### config.mk
export PLATFORM = sky130hd
export DESIGN_NAME = encoder83_queue
export DESIGN_NICKNAME = d
export VERILOG_FILES = /design/src/rtl/encoder83_pkg.sv /design/src/rtl/encoder83_queue_prio_enc8.sv /design/src/rtl/encoder83_queue.sv
export SDC_FILE = /design/constraint.sdc
export NUM_CORES = 1
export LEC_CHECK = 0
export BUFFER_PORTS_ARGS = -buffer_cell sky130_fd_sc_hd__buf_2
export CAP_MARGIN = 20
export CORE_MARGIN = 8
export CORE_UTILIZATION = 49
export CTS_CLUSTER_SIZE = 8
export DETAILED_ROUTE_END_ITERATION = 8
export GPL_TIMING_DRIVEN = 0
export PLACE_DENSITY = 0.83
export SLEW_MARGIN = 20
export SYNTH_ARGS = -nofsm -noshare
export SYNTH_HDL_FRONTEND = slang
export SYNTH_SLANG_ARGS = --single-unit
### constraint.sdc
create_clock -name clk -period 1.85 [get_ports clk]
set_input_delay 0.37 -clock clk [delete_from_list [all_inputs] [get_ports clk]]
set_output_delay 0.37 -clock clk [all_outputs]
set_load 0.01 [all_outputs]
### src/rtl/encoder83_pkg.sv
// Shared constants, FSM state type and index helpers for the 8-to-3 event encoder.
package encoder83_pkg;

   localparam int CODE_W = 3;
   localparam int N_REQ  = 8;

   typedef enum logic {
      IDLE = 1'b0,
      SEND = 1'b1
   } state_t;

   function automatic logic [N_REQ-1:0] onehot8(input logic [CODE_W-1:0] idx);
      logic [N_REQ-1:0] mask;
      mask = {{(N_REQ-1){1'b0}}, 1'b1} << idx;
      return mask;
   endfunction

endpackage

### src/rtl/encoder83_queue_prio_enc8.sv
// Combinational 8-input priority encoder; PRIORITY_HIGH picks which end of the mask wins.
module prio_enc8
   import encoder83_pkg::*;
#(
   parameter bit PRIORITY_HIGH = 1'b1
) (
   input  logic [N_REQ-1:0]  mask,
   output logic [CODE_W-1:0] idx,
   output logic              any
);

   // Scan toward the priority end so the last set bit found is the winner.
   always_comb begin
      idx = {CODE_W{1'b0}};
      any = |mask;
      for (int i = 0; i < N_REQ; i++) begin
         int j;
         j = PRIORITY_HIGH ? i : (N_REQ - 1 - i);
         if (mask[j]) begin
            idx = CODE_W'(j);
         end else begin
            idx = idx;
         end
      end
   end

endmodule

### src/rtl/encoder83_queue.sv
// Captures rising edges on eight request lines and serves them one at a time
// as a 3-bit code {A,B,C} under a valid/ready handshake.
module encoder83_queue
   import encoder83_pkg::*;
#(
   parameter bit PRIORITY_HIGH = 1'b1
) (
   input  logic             clk,
   input  logic             rst,
   input  logic [N_REQ-1:0] req,
   input  logic             ready,
   output logic             A,
   output logic             B,
   output logic             C,
   output logic             valid,
   output logic [N_REQ-1:0] pending,
   output logic             lost
);

   state_t              state_r;
   logic [N_REQ-1:0]    req_q_r;
   logic [N_REQ-1:0]    pending_r;
   logic [CODE_W-1:0]   code_r;
   logic                valid_r;
   logic                lost_r;

   logic [N_REQ-1:0]    rise_s;
   logic [N_REQ-1:0]    clr_s;
   logic [CODE_W-1:0]   sel_idx_s;
   logic                sel_any_s;
   logic                load_s;

   prio_enc8 #(
      .PRIORITY_HIGH (PRIORITY_HIGH)
   ) u_prio (
      .mask (pending_r),
      .idx  (sel_idx_s),
      .any  (sel_any_s)
   );

   // Selection sees only registered pending, so same-cycle rises wait a cycle.
   always_comb begin
      rise_s = req & ~req_q_r;
      load_s = sel_any_s && ((state_r == IDLE) || ready);
      if (load_s) begin
         clr_s = onehot8(sel_idx_s);
      end else begin
         clr_s = {N_REQ{1'b0}};
      end
   end

   // Edge capture and pending set/clear; a rise on the bit being cleared is kept.
   always_ff @(posedge clk or posedge rst) begin
      if (rst) begin
         req_q_r   <= {N_REQ{1'b0}};
         pending_r <= {N_REQ{1'b0}};
         lost_r    <= 1'b0;
      end else begin
         req_q_r   <= req;
         pending_r <= (pending_r & ~clr_s) | rise_s;
         lost_r    <= |(rise_s & pending_r & ~clr_s);
      end
   end

   // Output FSM: code and valid only change when the output register is free.
   always_ff @(posedge clk or posedge rst) begin
      if (rst) begin
         state_r <= IDLE;
         valid_r <= 1'b0;
         code_r  <= {CODE_W{1'b0}};
      end else begin
         case (state_r)
            IDLE: begin
               if (sel_any_s) begin
                  code_r  <= sel_idx_s;
                  valid_r <= 1'b1;
                  state_r <= SEND;
               end else begin
                  valid_r <= 1'b0;
               end
            end
            SEND: begin
               if (ready && sel_any_s) begin
                  code_r  <= sel_idx_s;
                  valid_r <= 1'b1;
               end else if (ready) begin
                  valid_r <= 1'b0;
                  state_r <= IDLE;
               end else begin
                  valid_r <= 1'b1;
               end
            end
            default: begin
               valid_r <= 1'b0;
               state_r <= IDLE;
            end
         endcase
      end
   end

   assign A       = code_r[2];
   assign B       = code_r[1];
   assign C       = code_r[0];
   assign valid   = valid_r;
   assign pending = pending_r;
   assign lost    = lost_r;

endmodule

==> metrics.md, run 1 <==
| Metric | Value |
|---|---|
| # H-tree levels | `1` |
| HP Class | `in -> async` |
| R2r worst-path depth | `4` |
| Synth top area share | `roughly three fifths` |
| DPL Wire Length | `1390 um` |
| Synth top cells by count | `21 x dfrtp_1, 12 x inv_1, 11 x o21ai_0` |
| Syn avg cell area | `around 11 sq um` |
| Fin. Hold Viols | `0` |
| Synth async-reset ratio | `between 90% and 100%` |
| EDFF count, synth | `0` |
| Die H | `between 50 and 60 um` |
| Die area | `between 3000 and 4000 sq um` |
| Vias per inst | `just over 5` |
| Setup Crit Path Kind | `reg -> reg` |
| Clk pin slew, worst setup/hold paths | `about 110 ps` |
| Clock Skew | `around 6.0 ps` |
| PostCTS Resize Cnt | `0` |
| Setup violators final | `0` |
| Multi-input gate area | `~310 sq um` |
| Layout cells sized above 1 | `27.0%` |
| Top_reg_cell synth | `dfrtp_1` |
| Post CTS Setup Buffer Count | `0` |
| Period utilisation layout | `81.9%` |
| Syn_nets | `between 90 and 100` |
| Area of the core | `1730 sq um` |
| Cells along the critical path | `nor4_4 -> nand2_1 -> o31ai_1 -> o21ai_1` |
| Relative slew slack | `between 40% and 50%` |
| First-pass GRT wire length | `a little under 3000 um` |
| Crit path buffers/inverters | `0` |
| Most common cell in the synthesized netlist | `dfrtp_1` |
| Minimum clock period | `1520 ps` |
| Setup tns final | `0 ps` |
| Final GP Congestion | `~0.75` |
| N_diodes | `0` |
| Worst-path fanout max | `7` |
| PnR worst setup slack | `around 330 ps` |
| Worst slew pin tran | `about 750 ps` |
| Hold slack final | `approximately 180 ps` |
| Critical path capture point type | `flop` |
| Via count | `between 700 and 800` |
| FILL cells | `160` |
| Pre-CTS WS | `362 ps` |
| Worst path depth | `4` |
| Worst-path cell with the longest stage delay | `dfrtp_1` |
| Post-DRT Antenna Nets | `0` |
| TritonCTS clock tree | `built` |
| RSZ-0062 raised after global routing | `false` |
| Initial core utilization | `51.5%` |
| Max-cap violations | `0` |
| CTS Buf Count | `3` |
| FMAX | `between 0.6 and 0.7 GHz` |
| Initial DRT Pass Iterations | `4` |
| Synth warn | `0` |
| Synthesized flop and latch total | `21` |
| Area of the mapped netlist | `between 800 and 900 sq um` |
| Post-Syn Instances | `between 80 and 90` |
| Antenna violations before repair | `0` |
| Final wirelength | `1780 um` |
| Port bufs | `23` |
| Yosys top cell by area | `dfrtp_1` |
| Distinct cell type count after synthesis | `25` |
| Status | `finished clean` |
| Required time of the worst setup path | `around 2000 ps` |
| Vias in the first global route | `~700` |
| VDD IR max | `approximately 0.46 mV` |
| First-iteration detailed-routing DRC count | `7` |
| WP data arrival | `between 1500 and 2000 ps` |
| Nets | `about 120` |
| Slowest stage delay, CP | `480 ps` |
| GR Overflow Total | `0` |
| Die width | `about 59 um` |
| Total GRT Usage | `10.7%` |
| Clock buffer depth | `2` |
| Hold_buf cts | `0` |
| Crit path max-delay family | `simple AND/OR/NAND/NOR gates` |
| Cell Rows | `15` |
| Kind of start point of the critical path | `flop` |
| Area Growth Syn to Fin | `19.4%` |
| Fin. max-slew vios | `0` |
| PD cells | `around 800 nW/um^2` |
| Worst-Skew Late Latency | `approximately 300 ps` |
| Reg-to-reg setup timing slack | `roughly 330 ps` |
| Post-layout util | `about 62%` |
| Top post-synthesis cells by area | `dfrtp_1 59%, o21ai_0 6.2%, inv_1 5.1%, nand3b_1 3.4%, nand2_1 2.5%` |
| Seq/Total Area, Yosys | `roughly three fifths` |
| Sequential cell area | `between 500 and 600 sq um` |
| WL/cell | `13.1 um` |
| Largest net degree at the start of global routing | `22` |
| Root Driver | `clkbuf_4` |
| Leakage | `between 0.4 and 0.5 nW` |
| I/O Pins | `24` |
| Sink Count | `21` |
| Drc violations | `0` |
state kept, by name, summed over array words and instances (netlist names):
register  flops
pending       8
lost          1
req_q_r       8
valid         1
code_r        3
kinds of logic (layout without fill, tap and decap cells):
family	count (synthesis)	in the layout	synth area share [%]
buffers and inverters	13	40	5.62
AOI/OAI and AO/OA	25	25	17.3
and+or+nand+nor	25	25	18.0
DFF	21	21	59.1
layout by cell type (no fill, tap or decap), drive strengths merged:
master	n
o221a	1
nand2b	2
nand4b	2
inv	12
a21oi	4
o21ai	12
a22o	1
o31ai	1
nor2	3
nand4	1
o21a	1
nand2	6
nor2b	1
nand3b	4
a32oi	1
o311ai	1
nand3	2
clkbuf	4
o2111ai	1
dfrtp	21
a31oi	2
nor4	2
buf	24
nor3	2
per-layer routing:
layer	GRT usage, %	wire (um)	up-vias
met3	2.83	88	4
met1	13.1	803	333
met2	17.0	856	17
met4	5.12	27	0
met5	0	0	-
li1	-	-	352
where the power goes:
group	internal (mW)	switching, mW
registers	0.490	0.0323
clock network	0.0840	0.124
logic	0.0507	0.0674
total	0.625	0.224
per-stage QoR:
| step | cells | cell area [sq um] | power (mW) |
|---|---|---|---|
| 5_1_grt | 136 | 1060 | 0.894 |
| 3_3_place_gp | 132 | 1040 | 0.647 |
| 6_report | 136 | 1060 | 0.848 |
| 2_1_floorplan | 84 | 890 | 0.596 |
| 3_5_place_dp | 132 | 1040 | 0.653 |
| 4_1_cts | 136 | 1060 | 0.862 |
path summary, 6_finish.rpt:
check,from,to
worst max register to register,pending[7]$_DFF_PP0_,pending[1]$_DFF_PP0_
worst min register to register,req_q_r[1]$_DFF_PP0_,pending[1]$_DFF_PP0_
min in group clk,req[6],req_q_r[6]$_DFF_PP0_
worst max-delay path,pending[7]$_DFF_PP0_,pending[1]$_DFF_PP0_
max in group asynchronous,rst,valid$_DFF_PP0_
worst min-delay path,rst,req_q_r[3]$_DFF_PP0_
worst reg2reg max path, cell delays in order (launching register included):
cell and delay [ps]:
dfrtp_1 480, nor4_4 440, nand2_1 180, o31ai_1 210, o21ai_1 90
layout make-up:
cell class,count,share of cell area (%)
Buffer,1,0.471
Tap cell,25,2.94
Timing Repair Buffer,23,10.8
Inverter,12,4.24
Sequential cell,21,49.5
Multi-Input combinational cell,50,29.6
Clock buffer,4,2.47
Note: power is estimated with default switching activity, not from simulation.
==> inputs of run 2 (changes only) <==
--- a/config.mk
+++ b/config.mk
@@ -8,11 +8,11 @@
 export BUFFER_PORTS_ARGS = -buffer_cell sky130_fd_sc_hd__buf_2
 export CAP_MARGIN = 20
 export CORE_MARGIN = 8
-export CORE_UTILIZATION = 49
+export CORE_UTILIZATION = 45
 export CTS_CLUSTER_SIZE = 8
 export DETAILED_ROUTE_END_ITERATION = 8
 export GPL_TIMING_DRIVEN = 0
-export PLACE_DENSITY = 0.83
+export PLACE_DENSITY = 0.81
 export SLEW_MARGIN = 20
 export SYNTH_ARGS = -nofsm -noshare
 export SYNTH_HDL_FRONTEND = slang
==> constraint.sdc (replaced) <==
create_clock -name clk -period 1.3 [get_ports clk]
set_input_delay 0.26 -clock clk [delete_from_list [all_inputs] [get_ports clk]]
set_output_delay 0.26 -clock clk [all_outputs]
set_load 0.01 [all_outputs]
==> run 2 against run 1 <==
Net effect:
- the flow now finishes with violations (negative setup slack)
- clock skew shrank 1.6 ps
- combinational power up 98%
- worst setup slack got worse by 480 ps
- via count grew 6.8%
- critical path type unchanged
- highest routed layer unchanged
==> metrics.md, run 2 (synthesis gave the netlist of run 1 again) <==
| Metric | Value |
|---|---|
| Status | `finished, violations left` |
| Failing checks | `negative setup slack` |
| Hold worst-path end | `req_q_r[6]$_DFF_PP0_` |
| Fin. max-slew vios | `0` |
| HP Class | `in -> reg` |
| Hold path startpoint | `req[6]` |
| Reg-to-reg setup timing slack | `-140 ps` |
| WL/cell | `14.2 um` |
| TritonCTS clock tree | `built` |
| Required time of the worst setup path | `~1500 ps` |
| Clock Skew | `between 4 and 5 ps` |
| Nets | `around 130` |
| Setup violators final | `10` |
| Relative slew slack | `between 40% and 50%` |
| Total GRT Usage | `between 10% and 20%` |
| Placed cell count | `134` |
| Area of the core | `between 1500 and 2000 sq um` |
| Post-DRT Antenna Nets | `0` |
| Initial core utilization | `between 40 and 50%` |
| Worst-Skew Late Latency | `around 300 ps` |
| # H-tree levels | `1` |
| Die H | `60.5 um` |
| Critical path capture point type | `flop` |
| Clock buffer depth | `2` |
| Clk pin slew, worst setup/hold paths | `about 110 ps` |
| I/O Pins | `24` |
| Initial DRT Pass Iterations | `4` |
| Worst R2R Start | `pending[6]$_DFF_PP0_` |
| Die width | `a little over 60 um` |
| Worst R2R End | `pending[0]$_DFF_PP0_` |
| R2r worst-path depth | `4` |
| PD cells | `around 1100 nW/um^2` |
| Kind of start point of the critical path | `flop` |
| VDD IR max | `between 0.7 and 0.8 mV` |
| Final GP Congestion | `between 0.7 and 0.8` |
| Hold_buf cts | `0` |
| RSZ-0062 raised after global routing | `true` |
| Sink Count | `21` |
| Root Driver | `clkbuf_4` |
| Antenna violations before repair | `0` |
| Fin. Hold Viols | `0` |
| PnR worst setup slack | `-144 ps` |
| N_diodes | `0` |
| DPL Wire Length | `approximately 1500 um` |
| Minimum clock period | `approximately 1400 ps` |
| WP data arrival | `~1600 ps` |
| FMAX | `between 0.6 and 0.7 GHz` |
| First-iteration detailed-routing DRC count | `20` |
| Post-layout util | `a little over 60%` |
| Drc violations | `0` |
| Die area | `3660 sq um` |
| Pre-CTS WS | `-200 ps` |
| FILL cells | `about 170` |
| CTS Buf Count | `3` |
| Cell Rows | `16` |
| Non-filler cells, final | `146` |
| Vias in the first global route | `766` |
| Area Growth Syn to Fin | `32.9%` |
| Commonest non-fill, non-tap cell in the layout | `buf_2` |
| Vias per inst | `5.16` |
| Max-cap violations | `0` |
| First-pass GRT wire length | `3390 um` |
| Largest net degree at the start of global routing | `22` |
| Hold slack final | `approximately 75 ps` |
| Worst hold path cell count | `1` |
| Layout cells sized above 1 | `between 40% and 50%` |
| Via count | `754` |
| Final wirelength | `2070 um` |
| GR Overflow Total | `0` |
| Commonest non-fill, non-tap cells in the layout | `23 x buf_2, 16 x dfrtp_1, 12 x inv_1` |
| Leakage | `around 0.54 nW` |
| Port bufs | `23` |
| Worst slew pin tran | `between 700 and 800 ps` |
| Setup Crit Path Kind | `reg -> reg` |
| Period utilisation layout | `111%` |
| Worst-path fanout max | `5` |
[run 2: cell types whose count changed in the layout (fill, tap and decap cells not counted), moves of 2 or more]
cell / delta
dfrtp_1: -5
nand2_2: +2
buf_6: +5
o21ai_1: +2
nand2_1: -2
dfrtp_2: +5
o21ai_0: -2
buf_4: +4
[run 2: critical path: stages, from the launching register on]
cell	delay, ps
dfrtp_2	450
nor4_4	410
buf_4	190
nand3_1	80
a22o_1	200
[run 2: layout make-up]
cell class / count / area [sq um] / area share [%]
multi-input cells: 50 / 344 / 29.1
flip-flops and latches: 21 / 532 / 45.0
repair buffers: 31 / 196 / 16.6
clock buffers: 4 / 26.3 / 2.22
plain buffers: 1 / 5.00 / 0.423
inverters: 12 / 45.0 / 3.81
well taps: 27 / 33.8 / 2.86
[run 2: worst max-delay path by stage]
stage                    startpoint                   end  depth (start not counted)
2_1_floorplan  pending[5]$_DFF_PP0_  pending[1]$_DFF_PP0_                          4
3_3_place_gp   pending[5]$_DFF_PP0_        lost$_DFF_PP0_                          4
3_5_place_dp   pending[7]$_DFF_PP0_  pending[1]$_DFF_PP0_                          4
4_1_cts        pending[5]$_DFF_PP0_        lost$_DFF_PP0_                          4
5_1_grt        pending[5]$_DFF_PP0_        lost$_DFF_PP0_                          4
6_report       pending[6]$_DFF_PP0_  pending[0]$_DFF_PP0_                          4
[run 2: metal layers]
metal / track usage, % / vias to the layer above / part of all wire [%]
li1: - / 367 / -
met1: 13.1 / 357 / 41
met2: 22.4 / 28 / 51
met3: 2.33 / 2 / 7.6
met4: 4.98 / 0 / 0.58
met5: 0 / - / 0
[run 2: timing repair]
item | 4_1_cts | 5_1_grt
gates resized for setup | 7 | 12
setup endpoints to repair | 7 | 14
pin swaps | 5 | 0
buffers inserted | 7 | 1
[run 2: per-stage QoR]
| step | cell area [sq um] | total power, mW | TNS [ps] |
|---|---|---|---|
| after global routing | 1180 | 1.34 | -1280 |
| after floorplan | 891 | 0.850 | -242 |
| after CTS | 1140 | 1.26 | -453 |
| after global placement | 1040 | 0.923 | -679 |
| final | 1180 | 1.28 | -812 |
| after detailed placement | 1040 | 0.933 | -806 |
[run 2: where the power goes]
part | switching (mW) | internal, mW
Sequential | 0.0406 | 0.701
Clock | 0.186 | 0.119
Combinational | 0.122 | 0.112
Total | 0.349 | 0.932
==> inputs of run 3 (changes only) <==
--- a/config.mk
+++ b/config.mk
@@ -7,12 +7,14 @@
 export LEC_CHECK = 0
 export BUFFER_PORTS_ARGS = -buffer_cell sky130_fd_sc_hd__buf_2
 export CAP_MARGIN = 20
+export CELL_PAD_IN_SITES_DETAIL_PLACEMENT = 1
+export CELL_PAD_IN_SITES_GLOBAL_PLACEMENT = 1
 export CORE_MARGIN = 8
-export CORE_UTILIZATION = 45
+export CORE_UTILIZATION = 34
 export CTS_CLUSTER_SIZE = 8
 export DETAILED_ROUTE_END_ITERATION = 8
 export GPL_TIMING_DRIVEN = 0
-export PLACE_DENSITY = 0.81
+export PLACE_DENSITY = 0.8
 export SLEW_MARGIN = 20
 export SYNTH_ARGS = -nofsm -noshare
 export SYNTH_HDL_FRONTEND = slang
==> run 3 against run 2 <==
Net effect:
- the run still ends with negative setup slack left
- total power increased by 3.2%
- global-route usage decreased by 1.2 points
- first-iteration DRC count rose by 95%
- clock-buffer cell count fell by 1
- sequential power barely moved
- largest power group unchanged
- maximum frequency up 2.0%
- register-to-register slack better by 30 ps
==> metrics.md, run 3 (synthesis gave the netlist of run 1 again) <==
| Metric | Value |
|---|---|
| PnR worst setup slack | `-115 ps` |
| Vias per inst | `a little over 5` |
| Minimum clock period | `~1400 ps` |
| Initial DRT Pass Iterations | `4` |
| Part of the power in combinational logic | `20.4%` |
| Commonest non-fill, non-tap cell in the layout | `buf_2` |
| WL/cell | `17.0 um` |
| Fin. Hold Viols | `0` |
| Status | `finished, violations left` |
| Internal Power | `0.943 mW` |
| Slowest stage delay, CP | `about 470 ps` |
| Worst slew pin tran | `a little over 800 ps` |
| Worst hold path cell count | `1` |
| First-iteration detailed-routing DRC count | `39` |
| Die H | `67.2 um` |
| Setup violators final | `6` |
| Initial core utilization | `between 30% and 40%` |
| P_sw | `0.378 mW` |
| GR Overflow Total | `0` |
| TritonCTS clock tree | `built` |
| Clock buffer depth | `2` |
| Clock share of power | `a little under a quarter` |
| Area Growth Syn to Fin | `39.9%` |
| Worst-path fanout max | `6` |
| Cell Rows | `18` |
| Die area | `approximately 4500 sq um` |
| Cells along the critical path | `nor4_4 -> buf_6 -> buf_4 -> nand3_2 -> a22o_1` |
| FMAX | `between 0.7 and 0.8 GHz` |
| # H-tree levels | `1` |
| Port bufs | `23` |
| Hold worst-path end | `req_q_r[6]$_DFF_PP0_` |
| Antenna violations before repair | `0` |
| WP data arrival | `between 1500 and 2000 ps` |
| Worst-path cell with the longest stage delay | `dfrtp_2` |
| Commonest non-fill, non-tap cells in the layout | `21 x buf_2, 15 x dfrtp_1, 12 x inv_1` |
| CTS Buf Count | `3` |
| Worst-Skew Late Latency | `slightly above 300 ps` |
| Nets | `132` |
| Hold slack final | `roughly 66 ps` |
| Setup tns final | `-546 ps` |
| VDD IR max | `0.539 mV` |
| Period utilisation layout | `109%` |
| Switching share of power | `roughly 29%` |
| Fin. max-slew vios | `0` |
| Layout cells sized above 1 | `a little under half` |
| Die width | `67.2 um` |
| PD cells | `about 1100 nW/um^2` |
| Via count | `about 780` |
| Leakage | `about 0.57 nW` |
| Final wirelength | `~2500 um` |
| Sink Count | `21` |
| Kind of start point of the critical path | `flop` |
| Setup Crit Path Kind | `reg -> reg` |
| Total GRT Usage | `a little over a tenth` |
| Total Power | `approximately 1.3 mW` |
| Placed cell count | `roughly 140` |
| Crit path buffers/inverters | `2` |
| Worst R2R Start | `pending[7]$_DFF_PP0_` |
| Worst R2R End | `pending[0]$_DFF_PP0_` |
| Crit path max-delay family | `flip-flops` |
| Max-cap violations | `0` |
| DPL Wire Length | `between 1500 and 2000 um` |
| Largest net degree at the start of global routing | `22` |
| Root Driver | `clkbuf_4` |
| Required time of the worst setup path | `1510 ps` |
| HP Class | `in -> reg` |
| R2r worst-path depth | `5` |
| Post-DRT Antenna Nets | `0` |
| Vias in the first global route | `between 700 and 800` |
| I/O Pins | `24` |
| Failing checks | `negative setup slack` |
| Reg-to-reg setup timing slack | `-120 ps` |
| Pre-CTS WS | `-269 ps` |
| Critical path capture point type | `flop` |
| Area of the core | `approximately 2500 sq um` |
| Drc violations | `0` |
| Non-filler cells, final | `150` |
| Seq pwr share | `56.0%` |
| Clock Skew | `6.07 ps` |
| Clk pin slew, worst setup/hold paths | `around 120 ps` |
| Relative slew slack | `46.3%` |
| First-pass GRT wire length | `roughly 3800 um` |
| RSZ-0062 raised after global routing | `true` |
| N_diodes | `0` |
| Final GP Congestion | `about 0.75` |
| Hold path startpoint | `req[6]` |
run 3: per-layer routing:
| metal | vias up | track usage [%] | wire length, um |
|---|---|---|---|
| met5 | - | 0 | 0 |
| met4 | 0 | 7.05 | 61 |
| met3 | 6 | 1.82 | 88 |
| met2 | 15 | 19.8 | 1350 |
| met1 | 386 | 11.2 | 1040 |
| li1 | 371 | - | - |
run 3: worst max path at each step:
stage	startpoint	cells past startpoint	end	slack (ps)
finish	pending[7]$_DFF_PP0_	5	pending[0]$_DFF_PP0_	-120
global route	valid$_DFF_PP0_	4	lost$_DFF_PP0_	-230
CTS	pending[5]$_DFF_PP0_	5	lost$_DFF_PP0_	-130
detailed placement	pending[5]$_DFF_PP0_	4	pending[1]$_DFF_PP0_	-270
global placement	pending[5]$_DFF_PP0_	4	lost$_DFF_PP0_	-280
floorplan	pending[5]$_DFF_PP0_	4	pending[1]$_DFF_PP0_	-80
run 3: cell type report:
class	instances	area, sq um
Fill cell	289	1230
Sequential cell	21	533
Multi-Input combinational cell	50	384
Timing Repair Buffer	32	213
Inverter	12	45.0
Tap cell	30	37.5
Clock buffer	3	22.5
Clock inverter	1	5.00
Buffer	1	5.00
run 3: repair_timing:
item                                    in CTS  in global routing
pin swaps                                    7                  6
endpoints found under the setup margin       7                 10
buffers inserted                             4                  5
gates resized for setup                     14                 15
hold buffers                                 0                  0
run 3: power by group through the flow:
stage               Clock [mW]  Combinational [mW]  Sequential [mW]
finish                   0.312               0.269            0.740
global route             0.361               0.295            0.747
CTS                      0.321               0.217            0.741
detailed placement           0               0.178            0.761
global placement             0               0.170            0.758
floorplan                    0              0.0820            0.768
run 3: metrics by stage:
step / instance area [sq um] / utilization (%)
after floorplan: 891 / -
after global placement: 1040 / 42.1
after detailed placement: 1040 / 42.1
after CTS: 1140 / 46.1
after global routing: 1240 / 50.3
final: 1240 / 50.3
